[src/rtl/csa_resolve_acc.sv]
// Carry-save accumulator for weight-aligned (1/2/4) redundant beats, resolved chunk-by-chunk to binary.
// Optional saturation of the result on overflow: define CSA_RESOLVE_SAT_EN.
module csa_resolve_acc #(
   parameter int IN_W  = 16,
   parameter int ACC_W = 32,
   parameter int CHUNK = 8
) (
   input  logic             clk,
   input  logic             rst_n,
   input  logic             in_valid,
   output logic             in_ready,
   input  logic             in_last,
   input  logic [IN_W-1:0]  in_sum,
   input  logic [IN_W-1:0]  in_carry,
   input  logic [IN_W-1:0]  in_cout,
   output logic             out_valid,
   input  logic             out_ready,
   output logic [ACC_W-1:0] out_data,
   output logic             out_ovf
);

   // state      | meaning
   // ST_ACCUM   | accepting beats, folding them into the carry-save pair
   // ST_RESOLVE | N cycles of chunked carry-propagate, LSB chunk first
   // ST_OUTPUT  | result presented, waiting for out_ready
   localparam logic [1:0] ST_ACCUM   = 2'd0;
   localparam logic [1:0] ST_RESOLVE = 2'd1;
   localparam logic [1:0] ST_OUTPUT  = 2'd2;

   localparam int N  = ACC_W / CHUNK;
   localparam int CW = (N > 1) ? $clog2(N) : 1;

   logic [1:0]       state_q;
   logic [ACC_W-1:0] s_q, c_q, data_q;
   logic             ovf_q, ovf_out_q, cy_q;
   logic [CW-1:0]    cnt_q;

   logic [ACC_W-1:0] z1, z2, z4;
   logic [ACC_W-1:0] s1, s2, s3, m1, m2, m3, c1, c2, c3;
   logic             drop;
   logic [CHUNK:0]   csum;
   logic [ACC_W-1:0] s_res_next, c_res_next, data_fin;
   logic             ovf_fin;

   assign z1 = {{(ACC_W-IN_W){1'b0}}, in_sum};
   assign z2 = {{(ACC_W-IN_W-1){1'b0}}, in_carry, 1'b0};
   assign z4 = {{(ACC_W-IN_W-2){1'b0}}, in_cout, 2'b00};

   // Three chained 3:2 stages reduce {s, c, z1, z2, z4} back to two vectors.
   // A majority bit at the MSB has weight 2^ACC_W, so it can only mean overflow.
   always_comb begin
      s1 = s_q ^ c_q ^ z1;
      m1 = (s_q & c_q) | (s_q & z1) | (c_q & z1);
      c1 = {m1[ACC_W-2:0], 1'b0};
      s2 = s1 ^ c1 ^ z2;
      m2 = (s1 & c1) | (s1 & z2) | (c1 & z2);
      c2 = {m2[ACC_W-2:0], 1'b0};
      s3 = s2 ^ c2 ^ z4;
      m3 = (s2 & c2) | (s2 & z4) | (c2 & z4);
      c3 = {m3[ACC_W-2:0], 1'b0};
      drop = m1[ACC_W-1] | m2[ACC_W-1] | m3[ACC_W-1];
   end

   // Resolved chunks enter s_q from the top while both vectors shift right,
   // so after N cycles s_q is the binary result and c_q is zero.
   always_comb begin
      csum       = {1'b0, s_q[CHUNK-1:0]} + {1'b0, c_q[CHUNK-1:0]} + {{CHUNK{1'b0}}, cy_q};
      s_res_next = {csum[CHUNK-1:0], s_q[ACC_W-1:CHUNK]};
      c_res_next = c_q >> CHUNK;
      ovf_fin    = ovf_q | csum[CHUNK];
`ifdef CSA_RESOLVE_SAT_EN
      data_fin   = ovf_fin ? {ACC_W{1'b1}} : s_res_next;
`else
      data_fin   = s_res_next;
`endif
   end

   always_ff @(posedge clk or negedge rst_n) begin
      if (!rst_n) begin
         state_q   <= ST_ACCUM;
         s_q       <= '0;
         c_q       <= '0;
         data_q    <= '0;
         ovf_q     <= 1'b0;
         ovf_out_q <= 1'b0;
         cy_q      <= 1'b0;
         cnt_q     <= '0;
      end else begin
         case (state_q)
            ST_ACCUM: begin
               if (in_valid) begin
                  s_q   <= s3;
                  c_q   <= c3;
                  ovf_q <= ovf_q | drop;
                  if (in_last) begin
                     state_q <= ST_RESOLVE;
                     cnt_q   <= CW'(N-1);
                     cy_q    <= 1'b0;
                  end
               end
            end
            ST_RESOLVE: begin
               s_q   <= s_res_next;
               c_q   <= c_res_next;
               cy_q  <= csum[CHUNK];
               cnt_q <= cnt_q - 1'b1;
               if (cnt_q == '0) begin
                  state_q   <= ST_OUTPUT;
                  data_q    <= data_fin;
                  ovf_out_q <= ovf_fin;
                  cy_q      <= 1'b0;
               end
            end
            ST_OUTPUT: begin
               if (out_ready) begin
                  state_q <= ST_ACCUM;
                  s_q     <= '0;
                  c_q     <= '0;
                  ovf_q   <= 1'b0;
               end
            end
            default: state_q <= ST_ACCUM;
         endcase
      end
   end

   assign in_ready  = (state_q == ST_ACCUM);
   assign out_valid = (state_q == ST_OUTPUT);
   assign out_data  = data_q;
   assign out_ovf   = ovf_out_q;

endmodule

[config.mk]
export PLATFORM = sky130hd
export DESIGN_NAME = csa_resolve_acc
export DESIGN_NICKNAME = d
export VERILOG_FILES = /design/src/rtl/csa_resolve_acc.sv
export SDC_FILE = /design/constraint.sdc
export NUM_CORES = 1
export LEC_CHECK = 0
export BUFFER_PORTS_ARGS = -buffer_cell sky130_fd_sc_hd__clkbuf_2
export CAP_MARGIN = 5
export CORE_ASPECT_RATIO = 2
export CORE_UTILIZATION = 45
export CTS_BUF_LIST = sky130_fd_sc_hd__clkbuf_8 sky130_fd_sc_hd__clkbuf_16
export DETAILED_ROUTE_END_ITERATION = 8
export PLACE_DENSITY_LB_ADDON = 0.25
export SETUP_SLACK_MARGIN = 0.02
export SYNTH_ARGS = -nofsm -noshare
export SYNTH_HDL_FRONTEND = slang
export SYNTH_SLANG_ARGS = --single-unit
[constraint.sdc]
create_clock -name clk -period 2.2 [get_ports clk]
set_input_delay 0.44 -clock clk [delete_from_list [all_inputs] [get_ports clk]]
set_output_delay 0.44 -clock clk [all_outputs]
set_load 0.02 [all_outputs]
==> results.md <==
- Status: complete, but fails checks
- Failing checks: setup timing
- Synth Area in Compound Gates: 11.47%
- M3 GR Usage: 3.071%
- Slew Viols, Final: 0
- R2R Path Start: s_q[3]
- Antenna diodes: 0
- Num ports: 88
- Die area: 0.01487 mm^2
- CP Data Arrival Time: 2.62 ns
- Adder-Cell Fraction of Synth Area: 26.46%
- Worst-skew pair later-pin latency: 0.35 ns
- CTS H-Tree Depth: 3
- Relative slew slack: 62.15%
- PwrDens: 1743 mW/mm^2
- FF+latch area: 0.002577 mm^2
- Starting Density: 46.24%
- CTS tree: done
- Vias in the first global route: 5,330
- Synth-to-layout area growth: 23.44%
- Syn nets: 791
- Setup TNS: -1.436 ns
- Final worst-path cycle share: 106.9%
- Final Setup Violations: 18
- Crit end category: flop
- Cells after synthesis: 632
- Post-DP HPWL: 13,220 um
- Chip width: 86.72 um
- Asr flop ratio synth: 100.0%
- Initial antenna violation count: 0
- CTS buffer count: 9
- Warnings, synthesis: 0
- CTS root buf: clkbuf_16
- Gr ovfl total: 0
- Slowest CP cell: fa_2
- Crit-path max FO: 2
- FILL cells: 1,197
- RSZ-0062 raised after global routing: true
- Minimum clock period: 2.352 ns
- Layout cells sized above 1: 30.47%
- Crit start category: flop
- Core Box Area: 0.01397 mm^2
- PortBufs: 87
- Class of the worst hold path: input pin to async pin
- Max Freq: 0.4252 GHz
- Total Power: 13.90 mW
- Total track usage: 24.63%
- GR Util met2: 44.93%
- Clock-pin slew on the worst setup and hold paths: 0.07 ns
- Routed Wire Length: 16,860 um
- Most frequent cells in the layout: 103 x dfrtp_1, 86 x clkbuf_2, 74 x nor2_1
- Final Instance Count excl. Fillers: 957
- Worst vdd ir: 0.9114 mV
- Xor and xnor fraction of the mapped netlist area: 0.6780%
- Worst Path Required: 2.47 ns
- Max-cap viol count: 0
- Post-synth EDFFs: 0
- Mean post-synth cell area: 10.22 um^2
- Routing usage on met1: 26.81%
- Pleak: 4.090 nW
- Cells along the critical path: fa_1, inv_2, fa_2, fa_2, nor2_1, a21oi_2, o21ai_1
- Vias per inst: 5.236
- Final nets: 922
- DRC Markers: 0
- Routability cong.: 0.8442
- Max incr delay on CP: 0.55 ns
- Post-Place Worst Slack: -0.3028 ns
- Hold Violations, Final: 0
- Reg2reg path depth: 7
- FF-to-FF End: s_q[3]
- Die height: 171.4 um
- ANT nets after route: 0
- Row cnt: 61
- R2R Setup Slk: -0.15 ns
- Largest family of logic cells by synthesized area: adder cells
- Multiplexer area fraction after synthesis: 4.707%
- Hold_buf cts: 0
- First-pass GRT wire length: 27,190 um
- Placed Cells: 934
- Most frequent CP cell: fa_2
- Fin util: 57.08%
- Min setup slack post-route: -0.1516 ns
- Crit Path Class: flop to flop
- Main synth FF type: dfrtp_1
- Synth Cell Area: 0.006459 mm^2
- Drt wl/cell: 17.62 um
- CTS Buffer Depth: 2
- Synth Area in Simple Gates: 10.17%
- Gr busiest metal: met2
- Initial DRC Count: 308
- Sequential area share after synthesis: 39.91%
- Most common cell after layout, fill and taps aside: dfrtp_1
- DRT Pass-1 Iters: 4
- Largest net degree at the start of global routing: 79
- Routed vias: 5,011
- Worst-margin pin slew: 0.5677 ns
- CTS sink count: 103
- Synthesized flop and latch total: 103
- Clock Skews: 0.008821 ns
- Netlist cell types: 35
- Area taken by multi-input logic gates: 0.003587 mm^2
[registers in the layout, indices dropped and copies added, names as in the netlist]
name / count
c_q: 32
cnt_q: 2
cy_q: 1
out_data: 32
out_ovf: 1
ovf_q: 1
s_q: 32
state_q: 2
[metrics by stage]
| stage | hold WS [ns] | instance area [um^2] |
|---|---|---|
| global placement | 0.4668 | 7496 |
| CTS | 0.09851 | 7881 |
| global route | 0.1057 | 7973 |
| floorplan | 0.1444 | 6470 |
| finish | 0.07239 | 7973 |
| detailed placement | 0.4730 | 7496 |
[critical path, delay by kind of cell (launching register included)]
kind                       cells  cell delay (ns)
AOI/OAI and AO/OA              2             0.19
buffers and inverters          1             0.04
and+or+nand+nor                1             0.14
DFF                            1             0.40
adders and majority gates      3             1.51
[logic make-up (layout without fill, tap and decap cells)]
logic type | after synthesis | in the layout
AND/OR/NAND/NOR | 161 | 161
AO/OA/AOI/OAI | 125 | 125
adder cells (fa/ha/maj) | 106 | 106
buffers and inverters | 105 | 241
flip-flops | 103 | 103
multiplexers | 27 | 27
XOR/XNOR | 5 | 5
[power by group]
| part | switching, mW | leakage [nW] | internal (mW) |
|---|---|---|---|
| clock | 0.733 | 0.141 | 0.918 |
| combinational | 5.04 | 2.64 | 3.81 |
| sequential | 0.650 | 1.31 | 2.74 |
| total | 6.43 | 4.09 | 7.47 |
[how the worst max path moves through the flow]
stage / start / to / slack (ns)
floorplan: in_sum[10] / s_q[10] / -0.06
global placement: in_sum[3] / s_q[3] / -0.26
detailed placement: in_sum[5] / s_q[5] / -0.30
CTS: c_q[3] / s_q[3] / -0.15
global route: s_q[10] / s_q[10] / -0.22
finish: s_q[3] / s_q[3] / -0.15
[layer usage]
| metal | vias to the layer above | routed length [um] |
|---|---|---|
| li1 | 2354 | - |
| met1 | 2481 | 5966 |
| met3 | 46 | 446 |
| met4 | 0 | 1082 |
| met2 | 130 | 9365 |
| met5 | - | 0 |
[area by class of cell]
class                   count  share of cell area [%]
flip-flops and latches    103                   32.33
inverters                  74                   3.484
repair buffers            151                   12.35
well taps                 189                   2.966
clock buffers              10                   2.997
multi-input cells         424                   44.99
clock inverters             6                  0.8788
[Yosys cell counts (4+ instances only)]
cell type | number | share of area (%)
dfrtp_1 | 103 | 40
o21ai_0 | 44 | 3.4
clkbuf_1 | 19 | 1.1
mux2_2 | 27 | 4.7
inv_1 | 74 | 4.3
nand2_1 | 63 | 3.7
buf_2 | 8 | 0.62
ha_1 | 55 | 11
a221oi_1 | 16 | 2.2
o22ai_1 | 4 | 0.39
nand3_1 | 12 | 0.93
fa_1 | 51 | 16
nor2_1 | 76 | 4.4
a21oi_1 | 45 | 3.5
[repair_timing]
| item | in CTS | in global routing |
|---|---|---|
| buffers inserted | 4 | 3 |
| gates resized for setup | 30 | 20 |
| pin swaps | 11 | 21 |
| setup endpoints to repair | 34 | 41 |
No activity file was read; power rests on OpenSTA's default activity.
